### src/rtl/stv_pkg.sv
// rtl/stv_pkg.sv - shared helpers for the stv FIFO family
//
// Purpose: holds the pointer increment with wrap. The ready/valid FIFO uses it,
// and so do the async and credit FIFOs that follow it.
// Ports: none (package).
package stv_pkg;

  // The wrap uses an explicit compare against depth-1, so DEPTH does not need
  // to be a power of two.
  function automatic int unsigned ptr_inc(input int unsigned ptr,
                                          input int unsigned depth);
    return (ptr == depth - 1) ? 0 : ptr + 1;
  endfunction

endpackage

### src/rtl/stv_fifo_ptr.sv
// rtl/stv_fifo_ptr.sv - wrapping FIFO pointer register
//
// Purpose: one FIFO pointer that can be cleared. It increments on inc and wraps
// from DEPTH-1 to 0. The FIFO instantiates it once for writes and once for reads.
// Ports:
//   clk    in   clock
//   arst   in   asynchronous active-high reset
//   clear  in   synchronous clear to 0, wins over inc
//   inc    in   advance pointer
//   ptr    out  current pointer value, max(1,$clog2(DEPTH)) bits
module stv_fifo_ptr
  import stv_pkg::*;
#(
  parameter int DEPTH = 4,
  localparam int PW = (DEPTH > 1) ? $clog2(DEPTH) : 1
) (
  input  logic          clk,
  input  logic          arst,
  input  logic          clear,
  input  logic          inc,
  output logic [PW-1:0] ptr
);

  always_ff @(posedge clk or posedge arst) begin
    if (arst) begin
      ptr <= '0;
    end else if (clear) begin
      ptr <= '0;
    end else if (inc) begin
      ptr <= PW'(ptr_inc(32'(ptr), DEPTH));
    end
  end

endmodule

### src/rtl/stv_fifo.sv
// rtl/stv_fifo.sv - parametrised-depth ready/valid FIFO with optional flow-through
//
// Purpose: a FIFO with DEPTH entries that sits between pipeline stages. When
// FLOW=1 and the FIFO is empty, din passes straight to dout. The occupancy and
// status outputs are decoded from the count register only.
// Ports:
//   clk          in   clock
//   arst         in   asynchronous active-high reset
//   clear        in   synchronous flush; also masks both handshakes
//   din_valid    in   initiator valid
//   din_ready    out  initiator ready (!full && !clear)
//   din          in   initiator payload
//   dout_valid   out  target valid
//   dout_ready   in   target ready
//   dout         out  target payload
//   count        out  stored entries (a bypassed beat is not counted)
//   empty        out  count == 0
//   full         out  count == DEPTH
//   almost_full  out  count >= AFULL
module stv_fifo
  import stv_pkg::*;
#(
  parameter type data_t = logic [7:0],
  parameter int  DEPTH  = 4,
  parameter bit  FLOW   = 1'b0,
  parameter int  AFULL  = DEPTH - 1,
  parameter int  CW     = $clog2(DEPTH + 1)
) (
  input  logic          clk,
  input  logic          arst,
  input  logic          clear,
  input  logic          din_valid,
  output logic          din_ready,
  input  data_t         din,
  output logic          dout_valid,
  input  logic          dout_ready,
  output data_t         dout,
  output logic [CW-1:0] count,
  output logic          empty,
  output logic          full,
  output logic          almost_full
);

  localparam int PW = (DEPTH > 1) ? $clog2(DEPTH) : 1;

  data_t          mem [DEPTH];
  logic [PW-1:0]  wr_ptr;
  logic [PW-1:0]  rd_ptr;
  logic [CW-1:0]  count_next;
  logic           push;
  logic           pop;
  logic           bypass;
  logic           push_st;
  logic           pop_st;

  // The status outputs come only from the count register. Because of that,
  // din_ready has no combinational path from dout_ready.
  assign empty       = (count == '0);
  assign full        = (count == CW'(DEPTH));
  assign almost_full = (count >= CW'(AFULL));

  assign din_ready  = !full && !clear;
  assign dout_valid = (!empty || (FLOW && din_valid)) && !clear;
  assign dout       = (FLOW && empty) ? din : mem[rd_ptr];

  assign push = din_valid && din_ready;
  assign pop  = dout_valid && dout_ready;

  // When the FIFO is empty in flow-through mode, a beat that is both accepted
  // and consumed never touches storage.
  assign bypass  = FLOW && empty && push && pop;
  assign push_st = push && !bypass;
  assign pop_st  = pop && !bypass;

  always_ff @(posedge clk) begin
    if (push_st) begin
      mem[wr_ptr] <= din;
    end
  end

  stv_fifo_ptr #(.DEPTH(DEPTH)) u_wr_ptr (
    .clk   (clk),
    .arst  (arst),
    .clear (clear),
    .inc   (push_st),
    .ptr   (wr_ptr)
  );

  stv_fifo_ptr #(.DEPTH(DEPTH)) u_rd_ptr (
    .clk   (clk),
    .arst  (arst),
    .clear (clear),
    .inc   (pop_st),
    .ptr   (rd_ptr)
  );

  always_comb begin
    count_next = count;
    case ({push_st, pop_st})
      2'b10:   count_next = count + CW'(1);
      2'b01:   count_next = count - CW'(1);
      default: count_next = count;
    endcase
  end

  always_ff @(posedge clk or posedge arst) begin
    if (arst) begin
      count <= '0;
    end else if (clear) begin
      count <= '0;
    end else begin
      count <= count_next;
    end
  end

`ifdef STV_ASSERT_ON
  a_din_valid_hold: assert property (@(posedge clk) disable iff (arst)
    (din_valid && !din_ready) |=> din_valid);
  a_din_hold: assert property (@(posedge clk) disable iff (arst)
    (din_valid && !din_ready) |=> $stable(din));
  a_no_push_full: assert property (@(posedge clk) disable iff (arst)
    !(push && full));
  a_no_pop_empty: assert property (@(posedge clk) disable iff (arst)
    !(pop && empty && !bypass));
`endif

endmodule

### config.mk
export PLATFORM = sky130hd
export DESIGN_NAME = stv_fifo
export DESIGN_NICKNAME = d
export VERILOG_FILES = /design/src/rtl/stv_pkg.sv /design/src/rtl/stv_fifo_ptr.sv /design/src/rtl/stv_fifo.sv
export SDC_FILE = /design/constraint.sdc
export NUM_CORES = 1
export LEC_CHECK = 0
export CORE_MARGIN = 2
export CORE_UTILIZATION = 50
export CTS_CLUSTER_DIAMETER = 150
export DETAILED_ROUTE_END_ITERATION = 16
export PLACE_DENSITY = 0.75
export SYNTH_ARGS = -nofsm -noshare
export SYNTH_HDL_FRONTEND = slang
export SYNTH_HIERARCHICAL = 1
export SYNTH_SLANG_ARGS = --single-unit
### constraint.sdc
create_clock -name clk -period 2.7 [get_ports clk]
set_clock_uncertainty 0.05 [all_clocks]
set_input_delay 0.405 -clock clk [delete_from_list [all_inputs] [get_ports clk]]
set_output_delay 0.405 -clock clk [all_outputs]
set_load 0.02 [all_outputs]
==> run_results.csv, run 1 <==
group,metric,value,unit
logic_synthesis,yosysTopAreaCell,"edfxtp_1",
routing,ant_nets,0,
timing,fin_crit_sh,92.34,%
timing,tightestPinTransition,0.4393,ns
place,place_congestion,0.8320,
critical_path,critPathArrivalTime,2.04,ns
clock_network,htree_levels,2,
grt,grt_first_pass_wirelength,5140,um
routing,route.detailed.drc,0,
logic_synthesis,synth_seq_cells,39,
run_status,status,"finished clean",
layout,final_cells,193,
critical_path,critPathLaunch,"u_rd_ptr/ptr[0]",
layout,fin_nets,162,
clock_network,cts_made_buffers,5,
pwr,p_sw_share,28.19,%
critical_path,r2r-start,"count[0]",
layout,diodes,0,
routing,vias_per_cell,5.565,
pwr,p_int,0.001074,W
clock_network,cts_tree,"done",
logic_synthesis,synth_mux_area_share,11.49,%
critical_path,ff2ff_path_depth,7,
place,dp_slack,0.03675,ns
timing,finalSetupViolCount,0,
timing,finalHoldViolations,0,
critical_path,crit_fanout,11,
logic_synthesis,synth_cells,110,
clock_network,root_buffer,"clkbuf_4",
pwr,powerDensity,688.7,nW/um^2
critical_path,path_class,"flip-flop to output pin",
place,place_inst,185,
grt,antenna_found_initial,0,
clock_network,insertion_delay,0.34,ns
layout,final_common_cell,"edfxtp_1",
logic_synthesis,ys_top_cells_by_area,"edfxtp_1 55%, mux4_2 10%, dfrtp_1 10%",
critical_path,r2r_slack,0.23,ns
layout,final_cell_mix,"32 x edfxtp_1, 28 x clkdlybuf4s50_1, 8 x nor2_1, 8 x mux4_2, 8 x buf_4",
pwr,seqPwrFrac,49.5,%
layout,final_core_util,65.09,%
grt,grt_pass1_vias,1036,
grt,grt-ovfl-total,0,
routing,drtPass1Iterations,4,
critical_path,critPathRequiredTime,2.25,ns
routing,routed_wl,3015,um
floorplanning,fp.dieArea,3972,um^2
logic_synthesis,synth.avg_cell_area,15.83,um^2
routing,detail_route.iter0.violations,74,
hold_path,hold_path_class,"input pin to asynchronous set/reset pin",
logic_synthesis,synth_top_family_by_area,"multiplexers",
pwr,power.switching,0.0004217,W
pwr,finalPower,0.001496,W
timing,tns,0,ns
pwr,p_clk_share,24.8,%
routing,wl_per_cell,15.62,um
layout,drive_above_1_share,18.37,%
logic_synthesis,synth.top_cell.area_share,55.17,%
timing,drv_slew,0,
layout,syn_to_final_growth,24.71,%
timing,rsz0062_at_grt,"no",
floorplanning,initial_core_util,52.19,%
place,portBuffers,28,
logic_synthesis,netlist-cell-type-count,35,
timing,slew_headroom,69.96,%
logic_synthesis,synth_xor_area_share,0.5029,%
critical_path,crit_path_start_kind,"flip-flop",
clock_network,clk_pin_slew,0.11,ns
timing,layout_setup_ws,0.2068,ns
timing,max_freq,0.4011,GHz
critical_path,crit_end,"dout[2]",
logic_synthesis,netlist_area,1742,um^2
logic_synthesis,yosys_warnings,6,
pwr,peakVddDrop,0.3227,mV
grt,track_usage,17.44,%
floorplanning,fp.dieH,63.02,um
critical_path,crit_path_end_kind,"output pin",
logic_synthesis,syn_nets,126,
clock_network,clkSinkCount,39,
job,drv_cap,0,
pwr,combPwrFrac,25.7,%
logic_synthesis,synth_adder_area_share,2.586,%
logic_synthesis,synth-simple-area-share,10.06,%
place,post-dp-hpwl,2144,um
critical_path,reg2reg_to,"count[1]",
floorplanning,rows,21,
logic_synthesis,synth_compound_area_share,6.250,%
floorplanning,core,3337,um^2
logic_synthesis,yosysSeqAreaShare,65.23,%
clock_network,clk_path_buf_depth,2,
clock_network,cts_hold_buffers,0,
timing,timing.final.crit_period,2.493,ns
grt,grt_max_degree,13,
floorplanning,fp.dieW,63.02,um
floorplanning,ios,29,
routing,routed-via-count,1074,
pwr,p_leak,0.7880,nW
==> registers in the layout, summed over array words and instances, names as in the netlist <==
signal,cells
u_wr_ptr/ptr,2
u_rd_ptr/ptr,2
mem,32
count,3
==> through the flow <==
step           instance area [um^2]  hold slack, ns
2_1_floorplan                  1742         0.09618
3_3_place_gp                   2095          0.5421
3_5_place_dp                   2095          0.5742
4_1_cts                        2172          0.2366
5_1_grt                        2172          0.2333
6_report                       2172          0.2449
==> kinds of logic (layout without fill, tap and decap cells) <==
| group | after synthesis | after routing |
|---|---|---|
| XOR/XNOR | 1 | 1 |
| AO/OA/AOI/OAI | 15 | 15 |
| multiplexers | 10 | 10 |
| buffers and inverters | 13 | 50 |
| flip-flops | 39 | 39 |
| adder cells (fa/ha/maj) | 3 | 3 |
| AND/OR/NAND/NOR | 29 | 29 |
==> synth_stat cells, drive strengths merged <==
library cell  count
edfxtp           32
mux4              8
nor2              8
buf               7
dfrtp             7
inv               6
a21oi             5
nand2b            4
nor3b             3
a2111oi           2
a21o              2
and2              2
ha                2
mux2i             2
nand2             2
nand3b            2
nor3              2
or3b              2
a211o             1
a31oi             1
and3              1
fa                1
o21a              1
o21ai             1
o21bai            1
o221ai            1
or3               1
or4               1
or4b              1
xor2              1
==> critical path: stages (launching register included) <==
cell,delay [ns]
dfrtp_2,0.59
mux4_2,0.56
clkdlybuf4s50_1,0.55
==> repair_timing <==
item | in CTS | in global routing
endpoints found under the setup margin | 8 | 0
buffers inserted | 0 | 0
resized for setup | 1 | 0
==> how the worst min path moves through the flow <==
stage,slack [ns],startpoint,end,depth (start not counted)
after floorplan,0.1,arst,u_rd_ptr/ptr[0],1
after global placement,0.54,u_wr_ptr/ptr[1],u_wr_ptr/ptr[1],2
after detailed placement,0.57,u_wr_ptr/ptr[1],u_wr_ptr/ptr[1],2
after CTS,0.24,arst,u_wr_ptr/ptr[1],2
after global routing,0.23,arst,u_wr_ptr/ptr[1],2
final,0.24,arst,u_rd_ptr/ptr[0],2
==> final cells by class <==
cell class / instances / area [um^2]
repair buffers: 36 / 340.3
inverters: 6 / 22.52
multi-input cells: 58 / 538.0
clock inverters: 3 / 38.79
fillers: 253 / 1165
flip-flops and latches: 39 / 1137
clock buffers: 5 / 37.54
well taps: 46 / 57.56
==> routing by layer <==
metal	part of all wire, %	vias to the layer above	GRT usage [%]	wire [um]
li1	-	497	-	-
met1	42	541	22.41	1253
met2	52	30	27.79	1565
met3	4.6	6	5.405	140
met4	1.9	0	6.667	57
met5	0	-	0	0
==> power groups by stage <==
stage	Clock (W)	Sequential (W)	Combinational, W
4_1_cts	0.000381	0.000743	0.000387
2_1_floorplan	0	0.000727	0.000259
5_1_grt	0.000404	0.000752	0.000411
6_report	0.000372	0.000740	0.000384
3_5_place_dp	0	0.000754	0.000384
3_3_place_gp	0	0.000751	0.000371
(Power assumes the default switching activity.)
==> run 2, diff against run 1 <==
- HOLD_SLACK_MARGIN: unset -> 0.12
- SLEW_MARGIN: unset -> 10
==> results of run 2 <==
No change in the layout: final DEF, timing and power equal those of run 1.
